`config.mk`:
```
export PLATFORM = sky130hd
export DESIGN_NAME = multdiv_sequencer
export DESIGN_NICKNAME = d
export VERILOG_FILES = /design/src/rtl/multdiv_sequencer_pkg.sv /design/src/rtl/md_wait_counter.sv /design/src/rtl/multdiv_sequencer.sv
export SDC_FILE = /design/constraint.sdc
export NUM_CORES = 1
export LEC_CHECK = 0
export CORE_AREA = 2 2 116 118
export CTS_BUF_LIST = sky130_fd_sc_hd__clkbuf_16
export DETAILED_ROUTE_END_ITERATION = 7
export DIE_AREA = 0 0 118 120
export PLACE_DENSITY = 0.75
export SYNTH_ARGS = -nofsm -noshare
export SYNTH_HDL_FRONTEND = slang
export SYNTH_SLANG_ARGS = --single-unit
```
`constraint.sdc`:
```
create_clock -name clock -period 4 [get_ports clock]
set_clock_uncertainty 0.15 [all_clocks]
set_input_delay 0.8 -clock clock [delete_from_list [all_inputs] [get_ports clock]]
set_output_delay 0.8 -clock clock [all_outputs]
set_load 0.01 [all_outputs]
```
`src/rtl/multdiv_sequencer_pkg.sv`:
```
// Shared types and constants for the mul/div sequencer: FSM states, ALU-op codes, exception codes.
package multdiv_sequencer_pkg;

  typedef enum logic [2:0] {
    ST_IDLE    = 3'd0,
    ST_LAUNCH  = 3'd1,
    ST_WAIT    = 3'd2,
    ST_WB      = 3'd3,
    ST_RELEASE = 3'd4
  } state_e;

  localparam int ALUOP_W = 5;
  localparam logic [ALUOP_W-1:0] OP_MUL = 5'b00110;
  localparam logic [ALUOP_W-1:0] OP_DIV = 5'b00111;

  localparam int RSTATUS_REG_DEF = 30;
  localparam int MUL_EXC_DEF     = 4;
  localparam int DIV_EXC_DEF     = 5;

  function automatic logic is_mul_op(input logic [ALUOP_W-1:0] op);
    return op == OP_MUL;
  endfunction

endpackage

```
`src/rtl/md_wait_counter.sv`:
```
// WAIT-state cycle counter; tc fires combinationally in the cycle the count reaches MAX_WAIT.
// Latency: registered count, combinational terminal compare; no backpressure.
module md_wait_counter #(
  parameter int MAX_WAIT = 40,
  parameter int CNT_W    = 6
) (
  input  logic clock,
  input  logic reset,
  input  logic clr,
  input  logic en,
  output logic tc
);

  logic [CNT_W-1:0] cnt_q, cnt_d;

  always_comb begin
    cnt_d = cnt_q;
    if (clr) begin
      cnt_d = '0;
    end else if (en) begin
      cnt_d = cnt_q + CNT_W'(1);
    end
  end

  // Compare the incremented value so exactly MAX_WAIT enabled cycles elapse before tc.
  assign tc = en && ((cnt_q + CNT_W'(1)) == CNT_W'(MAX_WAIT));

  always_ff @(posedge clock or posedge reset) begin
    if (reset) begin
      cnt_q <= '0;
    end else begin
      cnt_q <= cnt_d;
    end
  end

endmodule

```
`src/rtl/multdiv_sequencer.sv`:
```
// Freezes the pipeline around a multi-cycle mul/div: launch, wait for ready, write back, release.
// Latency: pulse at +1, write at +2+N; write request held until wb_grant; stall is the only combinational output.
module multdiv_sequencer
  import multdiv_sequencer_pkg::*;
#(
  parameter int DATA_W      = 32,
  parameter int REG_W       = 5,
  parameter int MAX_WAIT    = 40,
  parameter int CNT_W       = 6,
  parameter int RSTATUS_REG = RSTATUS_REG_DEF,
  parameter int MUL_EXC     = MUL_EXC_DEF,
  parameter int DIV_EXC     = DIV_EXC_DEF
) (
  input  logic              clock,
  input  logic              reset,
  input  logic              dx_mul,
  input  logic              dx_div,
  input  logic [REG_W-1:0]  dx_rd,
  input  logic [DATA_W-1:0] dx_a,
  input  logic [DATA_W-1:0] dx_b,
  input  logic [DATA_W-1:0] md_result,
  input  logic              md_exception,
  input  logic              md_ready,
  input  logic              wb_grant,
  output logic              md_ctrl_mult,
  output logic              md_ctrl_div,
  output logic [DATA_W-1:0] md_a,
  output logic [DATA_W-1:0] md_b,
  output logic              stall,
  output logic              wb_valid,
  output logic [REG_W-1:0]  wb_reg,
  output logic [DATA_W-1:0] wb_data,
  output logic              busy,
  output logic              timeout_err
);

  state_e               state_q, state_d;
  logic [ALUOP_W-1:0]   op_q, op_d;
  logic [REG_W-1:0]     rd_q, rd_d;
  logic [DATA_W-1:0]    md_a_q, md_a_d, md_b_q, md_b_d;
  logic                 md_ctrl_mult_q, md_ctrl_mult_d;
  logic                 md_ctrl_div_q, md_ctrl_div_d;
  logic                 wb_valid_q, wb_valid_d;
  logic [REG_W-1:0]     wb_reg_q, wb_reg_d;
  logic [DATA_W-1:0]    wb_data_q, wb_data_d;
  logic                 timeout_err_q, timeout_err_d;
  logic                 cnt_clr, cnt_en, cnt_tc;

  md_wait_counter #(
    .MAX_WAIT (MAX_WAIT),
    .CNT_W    (CNT_W)
  ) u_wait_counter (
    .clock (clock),
    .reset (reset),
    .clr   (cnt_clr),
    .en    (cnt_en),
    .tc    (cnt_tc)
  );

  always_comb begin
    state_d        = state_q;
    op_d           = op_q;
    rd_d           = rd_q;
    md_a_d         = md_a_q;
    md_b_d         = md_b_q;
    md_ctrl_mult_d = 1'b0;
    md_ctrl_div_d  = 1'b0;
    wb_valid_d     = wb_valid_q;
    wb_reg_d       = wb_reg_q;
    wb_data_d      = wb_data_q;
    timeout_err_d  = timeout_err_q;
    cnt_clr        = 1'b0;
    cnt_en         = 1'b0;
    stall          = 1'b0;

    case (state_q)
      ST_IDLE: begin
        stall = dx_mul | dx_div;
        if (dx_mul | dx_div) begin
          op_d           = dx_mul ? OP_MUL : OP_DIV;
          rd_d           = dx_rd;
          md_a_d         = dx_a;
          md_b_d         = dx_b;
          md_ctrl_mult_d = dx_mul;
          md_ctrl_div_d  = ~dx_mul;
          state_d        = ST_LAUNCH;
        end
      end
      ST_LAUNCH: begin
        stall   = 1'b1;
        cnt_clr = 1'b1;
        state_d = ST_WAIT;
      end
      ST_WAIT: begin
        stall  = 1'b1;
        cnt_en = 1'b1;
        if (md_ready) begin
          if (md_exception) begin
            wb_valid_d = 1'b1;
            wb_reg_d   = REG_W'(RSTATUS_REG);
            wb_data_d  = is_mul_op(op_q) ? DATA_W'(MUL_EXC) : DATA_W'(DIV_EXC);
            state_d    = ST_WB;
          end else if (rd_q == '0) begin
            // $r0 is hardwired; nothing to write.
            state_d = ST_RELEASE;
          end else begin
            wb_valid_d = 1'b1;
            wb_reg_d   = rd_q;
            wb_data_d  = md_result;
            state_d    = ST_WB;
          end
        end else if (cnt_tc) begin
          timeout_err_d = 1'b1;
          state_d       = ST_RELEASE;
        end
      end
      ST_WB: begin
        stall = 1'b1;
        if (wb_grant) begin
          wb_valid_d = 1'b0;
          wb_reg_d   = '0;
          wb_data_d  = '0;
          state_d    = ST_RELEASE;
        end
      end
      ST_RELEASE: begin
        state_d = ST_IDLE;
      end
      default: begin
        state_d = ST_IDLE;
      end
    endcase
  end

  always_ff @(posedge clock or posedge reset) begin
    if (reset) begin
      state_q        <= ST_IDLE;
      op_q           <= '0;
      rd_q           <= '0;
      md_a_q         <= '0;
      md_b_q         <= '0;
      md_ctrl_mult_q <= 1'b0;
      md_ctrl_div_q  <= 1'b0;
      wb_valid_q     <= 1'b0;
      wb_reg_q       <= '0;
      wb_data_q      <= '0;
      timeout_err_q  <= 1'b0;
    end else begin
      state_q        <= state_d;
      op_q           <= op_d;
      rd_q           <= rd_d;
      md_a_q         <= md_a_d;
      md_b_q         <= md_b_d;
      md_ctrl_mult_q <= md_ctrl_mult_d;
      md_ctrl_div_q  <= md_ctrl_div_d;
      wb_valid_q     <= wb_valid_d;
      wb_reg_q       <= wb_reg_d;
      wb_data_q      <= wb_data_d;
      timeout_err_q  <= timeout_err_d;
    end
  end

  assign md_ctrl_mult = md_ctrl_mult_q;
  assign md_ctrl_div  = md_ctrl_div_q;
  assign md_a         = md_a_q;
  assign md_b         = md_b_q;
  assign wb_valid     = wb_valid_q;
  assign wb_reg       = wb_reg_q;
  assign wb_data      = wb_data_q;
  assign busy         = (state_q != ST_IDLE);
  assign timeout_err  = timeout_err_q;

endmodule

```
==> summary.md, run 1 <==
| Metric | Value |
|---|---|
| Vias in the first global route | `3779` |
| I/O Buffers | `214` |
| Worst setup path class | `in2out` |
| Most frequent cell after synthesis | `dfrtp_1` |
| Share of layout cells above drive strength 1 | `0.1895` |
| Startpoint types | `input pin` |
| Final HPWL from detailed placement | `8975 µm` |
| Fmax | `0.3219 GHz` |
| Post-synthesis cell type count | `43` |
| CTS Buf Count | `17` |
| Place WS | `0.8972 ns` |
| Die Span Y | `120 µm` |
| Setup ws final | `0.8939 ns` |
| Core Region | `12980 µm²` |
| Clk root buf | `clkbuf_16` |
| # Post-CTS Setup Buffers | `0` |
| RD Place Congestion | `0.7525` |
| PD cells | `795.0 nW/µm²` |
| Cell chain of the critical path | `clkdlybuf4s50_1, nor2_1, a21oi_1, clkdlybuf4s50_1` |
| Post-Syn Nets | `450` |
| Clock share of power | `0.270` |
| Initial DRC Count | `226` |
| WHS | `0.3063 ns` |
| Crit end category | `output port` |
| YS warnings | `0` |
| First-pass GRT wire length | `19890 µm` |
| Most frequent cells after synthesis | `121 x dfrtp_1, 61 x mux2_2, 30 x a22o_1` |
| GRT Residual Overflow | `0` |
| Main synth FF type | `dfrtp_1` |
| Tightest Pin Transition | `0.6856 ns` |
| Comb power frac | `0.396` |
| Max VDD drop | `766.2 µV` |
| Cell mode on critical path | `clkdlybuf4s50_1` |
| DRC | `0` |
| Max-cap viol count | `0` |
| Net Switching | `1.856 mW` |
| Register share of total power | `0.334` |
| Mapped Cells | `340` |
| Post-CTS Hold Fix Bufs | `0` |
| Yosys reg bits | `121` |
| Via count | `3669` |
| Outcome | `complete, no violations` |
| CTS tree | `built` |
| Setup Viol. Count Final | `0` |
| FFs w/ async S/R, synth | `1.000` |
| Family with the most delay on the worst path | `buffers and inverters` |
| Internal power | `4.310 mW` |
| Buf/Inv on CP | `2` |
| Largest stage delay on the critical path | `0.50 ns` |
| Final ANT Viol Nets | `0` |
| GR Util All Layers | `0.1826` |
| Die width | `118 µm` |
| Unrepaired setup endpoints after global routing | `no` |
| I/O Pins | `215` |
| Clk sink count | `121` |
| DIE AREA | `14160 µm²` |
| Post-CTS sizing | `0` |
| CP Data Arrival Time | `2.16 ns` |
| Initial antenna violation count | `1` |
| Post-Syn Area | `4815 µm²` |
| Critical Path Stages | `4` |
| Crit path max fanout | `3` |
| Worst hold path type | `reg2reg` |
| Largest net degree at the start of global routing | `122` |
| Site Rows | `42` |
| Static leakage | `3.242 nW` |
| Final WL | `12500 µm` |
| Post-layout min period | `3.106 ns` |
| Crit-path slowest cell | `clkdlybuf4s50_1` |
| Post-synth EDFFs | `0` |
| Area Overhead vs Synth | `61.10%` |
| Starting Density | `0.3709` |
| Final net count | `667` |
| Drt first pass iters | `4` |
| Post-synth top area cell | `dfrtp_1` |
| Seq/Total Area, Yosys | `0.6289` |
| Net Sw Frac | `0.3010` |
| Reg2Reg Depth | `5` |
| Reg clk slew, reported paths | `0.05 ns` |
| Hold path depth | `1` |
| Max-slew violation count | `0` |
| Setup_tns | `0 ns` |
| Period utilization | `0.7765` |
| CTS Buffer Depth | `2` |
| Hold Vio Cnt, Final | `0` |
| Via density | `4.912` |
| H-tree Lvls | `4` |
| Mean Syn Cell Area | `14.16 µm²` |
| Wire length per cell | `16.73 µm` |
| Worst Path Required | `3.05 ns` |
| Ranking of synthesized cells by area | `dfrtp_1 63%, mux2_2 14%, a22o_1 5.5%` |
| Rel. slew slack | `0.5418` |
| Top cell type's share of synthesized area | `0.6289` |
| Clock Latency Late Sink | `0.41 ns` |
cells in the final DEF (no fill, tap or decap), types with 2 or more instances in the layout:
cell type	instances
a21oi_1	7
a22o_1	30
a22oi_1	2
and2_1	3
buf_12	2
bufinv_16	5
clkbuf_16	17
clkdlybuf4s50_1	214
clkinv_2	3
clkinv_4	3
clkinvlp_4	3
dfrtp_1	121
ha_1	2
inv_1	4
inv_6	2
mux2_1	8
mux2_2	61
nand2_1	12
nand2b_1	3
nand3_1	2
nor2_1	13
nor2_4	2
nor2b_1	3
nor3_1	4
o21ai_0	20
o311a_1	2
or2_2	2
per-layer routing:
metal / routed length (µm) / GRT usage / vias to the layer above / share of wire
met5: 0 / 0 / - / 0
met4: 271 / 0.08810 / 0 / 0.022
met3: 1052 / 0.07082 / 20 / 0.084
met2: 6301 / 0.3005 / 163 / 0.50
met1: 4872 / 0.2094 / 1811 / 0.39
li1: - / - / 1675 / -
power by group through the flow:
| stage | clock (mW) | sequential, mW | combinational [mW] |
|---|---|---|---|
| 4_1_cts | 1.70 | 2.06 | 2.48 |
| 6_report | 1.66 | 2.06 | 2.44 |
| 2_1_floorplan | 0 | 2.21 | 1.07 |
| 3_3_place_gp | 0 | 2.06 | 2.41 |
| 3_5_place_dp | 0 | 2.08 | 2.47 |
| 5_1_grt | 1.76 | 2.13 | 2.60 |
final timing paths:
check	startpoint	to	slack, ns
hold reg to reg	timeout_err	timeout_err	0.31
max in group asynchronous	reset	wb_data[1]	2.43
setup / recovery	dx_mul	stall	0.89
setup reg to reg	state_q[0]	md_b[10]	1.58
min in group asynchronous	reset	md_b[12]	0.77
hold / removal	timeout_err	timeout_err	0.31
cells by family (layout without fill, tap and decap cells):
family,after synthesis,in the layout,share of synthesized area
adder cells (fa/ha/maj),2,2,0.005197
AO/OA/AOI/OAI,71,71,0.1141
flip-flops,121,121,0.6289
buffers and inverters,24,254,0.03066
multiplexers,69,69,0.1614
other,0,1,0
AND/OR/NAND/NOR,53,53,0.05978
cell type report:
class / instances / area, µm²
multi-input cells: 195 / 1644
fillers: 1061 / 5224
inverters: 5 / 22.52
repair buffers: 217 / 2190
diodes: 1 / 2.502
well taps: 176 / 220.2
clock buffers: 17 / 425.4
clock inverters: 15 / 224.0
flip-flops and latches: 121 / 3028
metrics by stage:
step	power (mW)	utilization	instances	cell area, µm²
global route	6.491	0.5976	747	7756
CTS	6.241	0.5974	746	7754
detailed placement	4.546	0.5473	714	7104
floorplan	3.287	-	340	4818
global placement	4.468	0.5473	714	7104
finish	6.166	0.5976	747	7756
Power figures use the tool's default switching activity.
==> run 2: changes to the inputs <==
Clock period 4 ns to 2.75 ns, I/O delays scaled along.
==> summary.md, run 2 (synthesis results as in run 1) <==
| Metric | Value |
|---|---|
| Via count | `3661` |
| Final WL | `12720 µm` |
| Initial antenna violation count | `1` |
| H-tree Lvls | `4` |
| CTS Buffer Depth | `2` |
| Area occupied by multi-input gates | `1649 µm²` |
| Most frequent cells in the layout | `214 x clkdlybuf4s50_1, 121 x dfrtp_1, 61 x mux2_2` |
| Static leakage | `3.273 nW` |
| Rel. slew slack | `0.5204` |
| Initial DRC Count | `208` |
| Hold Vio Cnt, Final | `0` |
| WHS | `0.3159 ns` |
| Wire length per cell | `16.90 µm` |
| CP Data Arrival Time | `1.88 ns` |
| Net Switching | `2.705 mW` |
| Post-layout min period | `2.582 ns` |
| First-pass GRT wire length | `20330 µm` |
| Crit end category | `output port` |
| Final ANT Viol Nets | `0` |
| Starting Density | `0.3709` |
| Reg clk slew, reported paths | `0.05 ns` |
| CTS Buf Count | `17` |
| Max-cap viol count | `0` |
| Commonest non-fill, non-tap cell in the layout | `clkdlybuf4s50_1` |
| Die width | `118 µm` |
| RD Place Congestion | `0.8253` |
| Max VDD drop | `629.6 µV` |
| Vias in the first global route | `3818` |
| Register share of total power | `0.329` |
| Via density | `4.862` |
| Unrepaired setup endpoints after global routing | `no` |
| Site Rows | `42` |
| Share of layout cells above drive strength 1 | `0.1962` |
| Max-slew violation count | `0` |
| GR Util All Layers | `0.1846` |
| PD cells | `1148 nW/µm²` |
| Clock Latency Late Sink | `0.41 ns` |
| Drt first pass iters | `6` |
| Post-CTS sizing | `0` |
| I/O Pins | `215` |
| CTS tree | `built` |
| Tightest Pin Transition | `0.7177 ns` |
| Core Region | `12980 µm²` |
| DIE AREA | `14160 µm²` |
| Clk sink count | `121` |
| Worst hold path type | `reg2reg` |
| Clk root buf | `clkbuf_16` |
| Largest net degree at the start of global routing | `122` |
| Startpoint types | `input pin` |
| Comb power frac | `0.417` |
| I/O Buffers | `214` |
| Period utilization | `0.9391` |
| Setup_tns | `0 ns` |
| Die Span Y | `120 µm` |
| Clock share of power | `0.254` |
| Layout Utilization | `0.6003` |
| Final HPWL from detailed placement | `9084 µm` |
| DRC | `0` |
| Fmax | `0.3872 GHz` |
| Register Area | `3028 µm²` |
| GRT Residual Overflow | `0` |
| Outcome | `complete, no violations` |
| Setup Viol. Count Final | `0` |
| Crit path max fanout | `3` |
| Final net count | `673` |
| # Post-CTS Setup Buffers | `0` |
| Worst Path Required | `2.05 ns` |
| Net Sw Frac | `0.3024` |
| Area Overhead vs Synth | `61.85%` |
| Internal power | `6.242 mW` |
| Fillers | `1076` |
| Worst setup path class | `in2out` |
| Post-CTS Hold Fix Bufs | `0` |
run 2: cell types whose count changed in the layout (fill, tap and decap cells not counted):
cell | before | now
nor3_2 | 0 | 1
clkinv_4 | 3 | 2
clkinv_2 | 3 | 5
inv_6 | 2 | 0
buf_12 | 2 | 4
inv_1 | 4 | 6
nor3_1 | 4 | 3
bufinv_16 | 5 | 4
buf_4 | 1 | 5
run 2: per-layer routing:
metal,up-vias,share of wire,GRT usage
met2,155,0.50,0.2991
met5,-,0,0
met1,1793,0.41,0.2242
met3,25,0.065,0.05751
met4,0,0.029,0.09036
li1,1688,-,-
run 2: path summary, 6_finish.rpt:
kind / startpoint / end / slack (ns) / depth (start not counted)
max: dx_div / stall / 0.17 / 4
min: op_q[1] / op_q[1] / 0.32 / 1
max reg2reg: state_q[0] / wb_data[6] / 0.46 / 5
min reg2reg: op_q[1] / op_q[1] / 0.32 / 1
max in group asynchronous: reset / md_b[31] / 1.39 / 3
min in group asynchronous: reset / md_b[16] / 0.51 / 3
run 2: worst max-delay path, cell delays in order:
cell             delay, ns
clkdlybuf4s50_1       0.44
nor2_1                0.28
a21oi_1               0.12
clkdlybuf4s50_1       0.49
run 2: power by group through the flow:
stage | clock [mW] | combinational [mW] | sequential (mW)
final | 2.27 | 3.73 | 2.94
after global routing | 2.41 | 3.98 | 3.04
after CTS | 2.33 | 3.79 | 2.94
after detailed placement | 0 | 3.77 | 2.96
after global placement | 0 | 3.68 | 2.92
after floorplan | 0 | 1.56 | 3.22
run 2: cell type report:
class                           instances  share of cell area
Antenna cell                            1           0.0003211
Timing Repair Buffer                  223              0.2900
Inverter                                5            0.002890
Multi-Input combinational cell        195              0.2116
Clock inverter                         15             0.02376
Clock buffer                           17             0.05459
Sequential cell                       121              0.3886
Tap cell                              176             0.02826
run 2: per-stage QoR:
step                std cells  worst slack (ns)  total power, mW  area [µm²]
floorplan                 340            0.5667            4.781        4818
global placement          720            0.1926            6.608        7174
detailed placement        720            0.1753            6.732        7174
CTS                       752           0.05912            9.062        7785
global route              753           0.08727            9.419        7792
finish                    753            0.1675            8.948        7792
==> run 3: changes to the inputs <==
Settings changed: CTS_BUF_LIST sky130_fd_sc_hd__clkbuf_16 to unset.
==> summary.md, run 3 (synthesis results as in run 1) <==
| Metric | Value |
|---|---|
| Fmax | `0.3872 GHz` |
| Vias in the first global route | `3818` |
| Most frequent cells in the layout | `214 x clkdlybuf4s50_1, 121 x dfrtp_1, 61 x mux2_2` |
| DIE AREA | `14160 µm²` |
| Final instance area | `7792 µm²` |
| Outcome | `complete, no violations` |
| CTS tree | `built` |
| I/O Pins | `215` |
| DP Area | `7174 µm²` |
| Startpoint types | `input pin` |
| Reg clk slew, reported paths | `0.05 ns` |
| Final HPWL from detailed placement | `9084 µm` |
| R2R Setup Slk | `0.46 ns` |
| CTS Buffer Depth | `2` |
| RD Place Congestion | `0.8253` |
| CP startpoint | `dx_div` |
| Rel. slew slack | `0.5193` |
| Initial DRC Count | `210` |
| Max-slew violation count | `0` |
| Setup_tns | `0 ns` |
| Max-cap viol count | `0` |
| Site Rows | `42` |
| Net Sw Frac | `0.3021` |
| Critical Path End | `stall` |
| Die width | `118 µm` |
| Fillers | `1076` |
| Layout Cells excl Fill | `753` |
| Initial antenna violation count | `1` |
| Core Region | `12980 µm²` |
| Dpl cells | `720` |
| WHS | `0.3159 ns` |
| Place WS | `0.1753 ns` |
| GRT Residual Overflow | `0` |
| GR Util All Layers | `0.1846` |
| Via density | `4.866` |
| Worst reg2reg path startpoint | `state_q[0]` |
| Hold Vio Cnt, Final | `0` |
| Commonest non-fill, non-tap cell in the layout | `clkdlybuf4s50_1` |
| Area Overhead vs Synth | `61.85%` |
| Hold path depth | `1` |
| Worst setup path class | `in2out` |
| Worst Path Required | `2.05 ns` |
| Final net count | `673` |
| Reg2Reg Depth | `5` |
| Register share of total power | `0.328` |
| Unrepaired setup endpoints after global routing | `no` |
| Tightest Pin Transition | `0.7193 ns` |
| Final WL | `12730 µm` |
| Clk sink count | `121` |
| First-pass GRT wire length | `20330 µm` |
| Largest net degree at the start of global routing | `122` |
| Clock Latency Late Sink | `0.41 ns` |
| # Post-CTS Setup Buffers | `0` |
| Worst hold path type | `reg2reg` |
| CTS Buf Count | `17` |
| Post-CTS sizing | `0` |
| Max VDD drop | `629.6 µV` |
| Post-layout min period | `2.582 ns` |
| DRC | `0` |
| Wire length per cell | `16.90 µm` |
| CP Data Arrival Time | `1.88 ns` |
| Setup ws final | `0.1675 ns` |
| Post-CTS Hold Fix Bufs | `0` |
| Reg-to-reg endpoint | `wb_data[6]` |
| Final ANT Viol Nets | `0` |
| Comb power frac | `0.417` |
| Net Switching | `2.706 mW` |
| H-tree Lvls | `4` |
| Setup Viol. Count Final | `0` |
| Static leakage | `3.265 nW` |
| Crit end category | `output port` |
| PD cells | `1149 nW/µm²` |
| Share of layout cells above drive strength 1 | `0.1962` |
| Clk root buf | `clkbuf_16` |
| Drt first pass iters | `6` |
| Period utilization | `0.9391` |
| Die Span Y | `120 µm` |
| Crit path max fanout | `3` |
| Internal power | `6.250 mW` |
| I/O Buffers | `214` |
| Starting Density | `0.3709` |
| Via count | `3664` |
| Clock share of power | `0.255` |
run 3: cell types whose count changed in the layout (fill, tap and decap cells not counted), sizes merged:
cell,before,now
clkbuf,17,19
inv,6,4
run 3: power groups by stage:
stage                     Sequential [mW]  Clock (mW)  Combinational [mW]
after floorplan                      3.22           0                1.56
after global placement               2.92           0                3.68
after detailed placement             2.96           0                3.77
after CTS                            2.94        2.34                3.79
after global routing                 3.04        2.42                3.98
final                                2.94        2.28                3.74
run 3: cell type report:
| type | instances | area, µm² | share of cell area |
|---|---|---|---|
| Antenna cell | 1 | 2.502 | 0.0003211 |
| Clock inverter | 13 | 177.7 | 0.02280 |
| Multi-Input combinational cell | 195 | 1649 | 0.2116 |
| Inverter | 5 | 22.52 | 0.002890 |
| Clock buffer | 19 | 432.9 | 0.05556 |
| Tap cell | 176 | 220.2 | 0.02826 |
| Timing Repair Buffer | 223 | 2260 | 0.2900 |
| Sequential cell | 121 | 3028 | 0.3886 |
run 3: worst min path at each step:
stage | from | to | slack, ns
6_report | op_q[1] | op_q[1] | 0.32
5_1_grt | md_a[25] | md_a[25] | 0.35
4_1_cts | op_q[1] | op_q[1] | 0.32
3_5_place_dp | op_q[1] | op_q[1] | 0.31
3_3_place_gp | timeout_err | timeout_err | 0.30
2_1_floorplan | op_q[1] | op_q[1] | 0.29
run 3: stage by stage:
stage          power (mW)  utilization
4_1_cts             9.069       0.5998
3_5_place_dp        6.732       0.5527
3_3_place_gp        6.608       0.5527
5_1_grt             9.426       0.6003
2_1_floorplan       4.781            -
6_report            8.956       0.6003
run 3: routing by layer:
metal  part of all wire  wire length [µm]  up-vias  global-route usage
li1                   -                 -     1688                   -
met1               0.41              5218     1796              0.2242
met2               0.50              6313      155              0.2991
met3              0.065               826       25             0.05751
met4              0.029               367        0             0.09036
met5                  0                 0        -                   0
run 3: critical path, cell delays in order:
cell and delay (ns):
clkdlybuf4s50_1 0.44, nor2_1 0.28, a21oi_1 0.12, clkdlybuf4s50_1 0.49
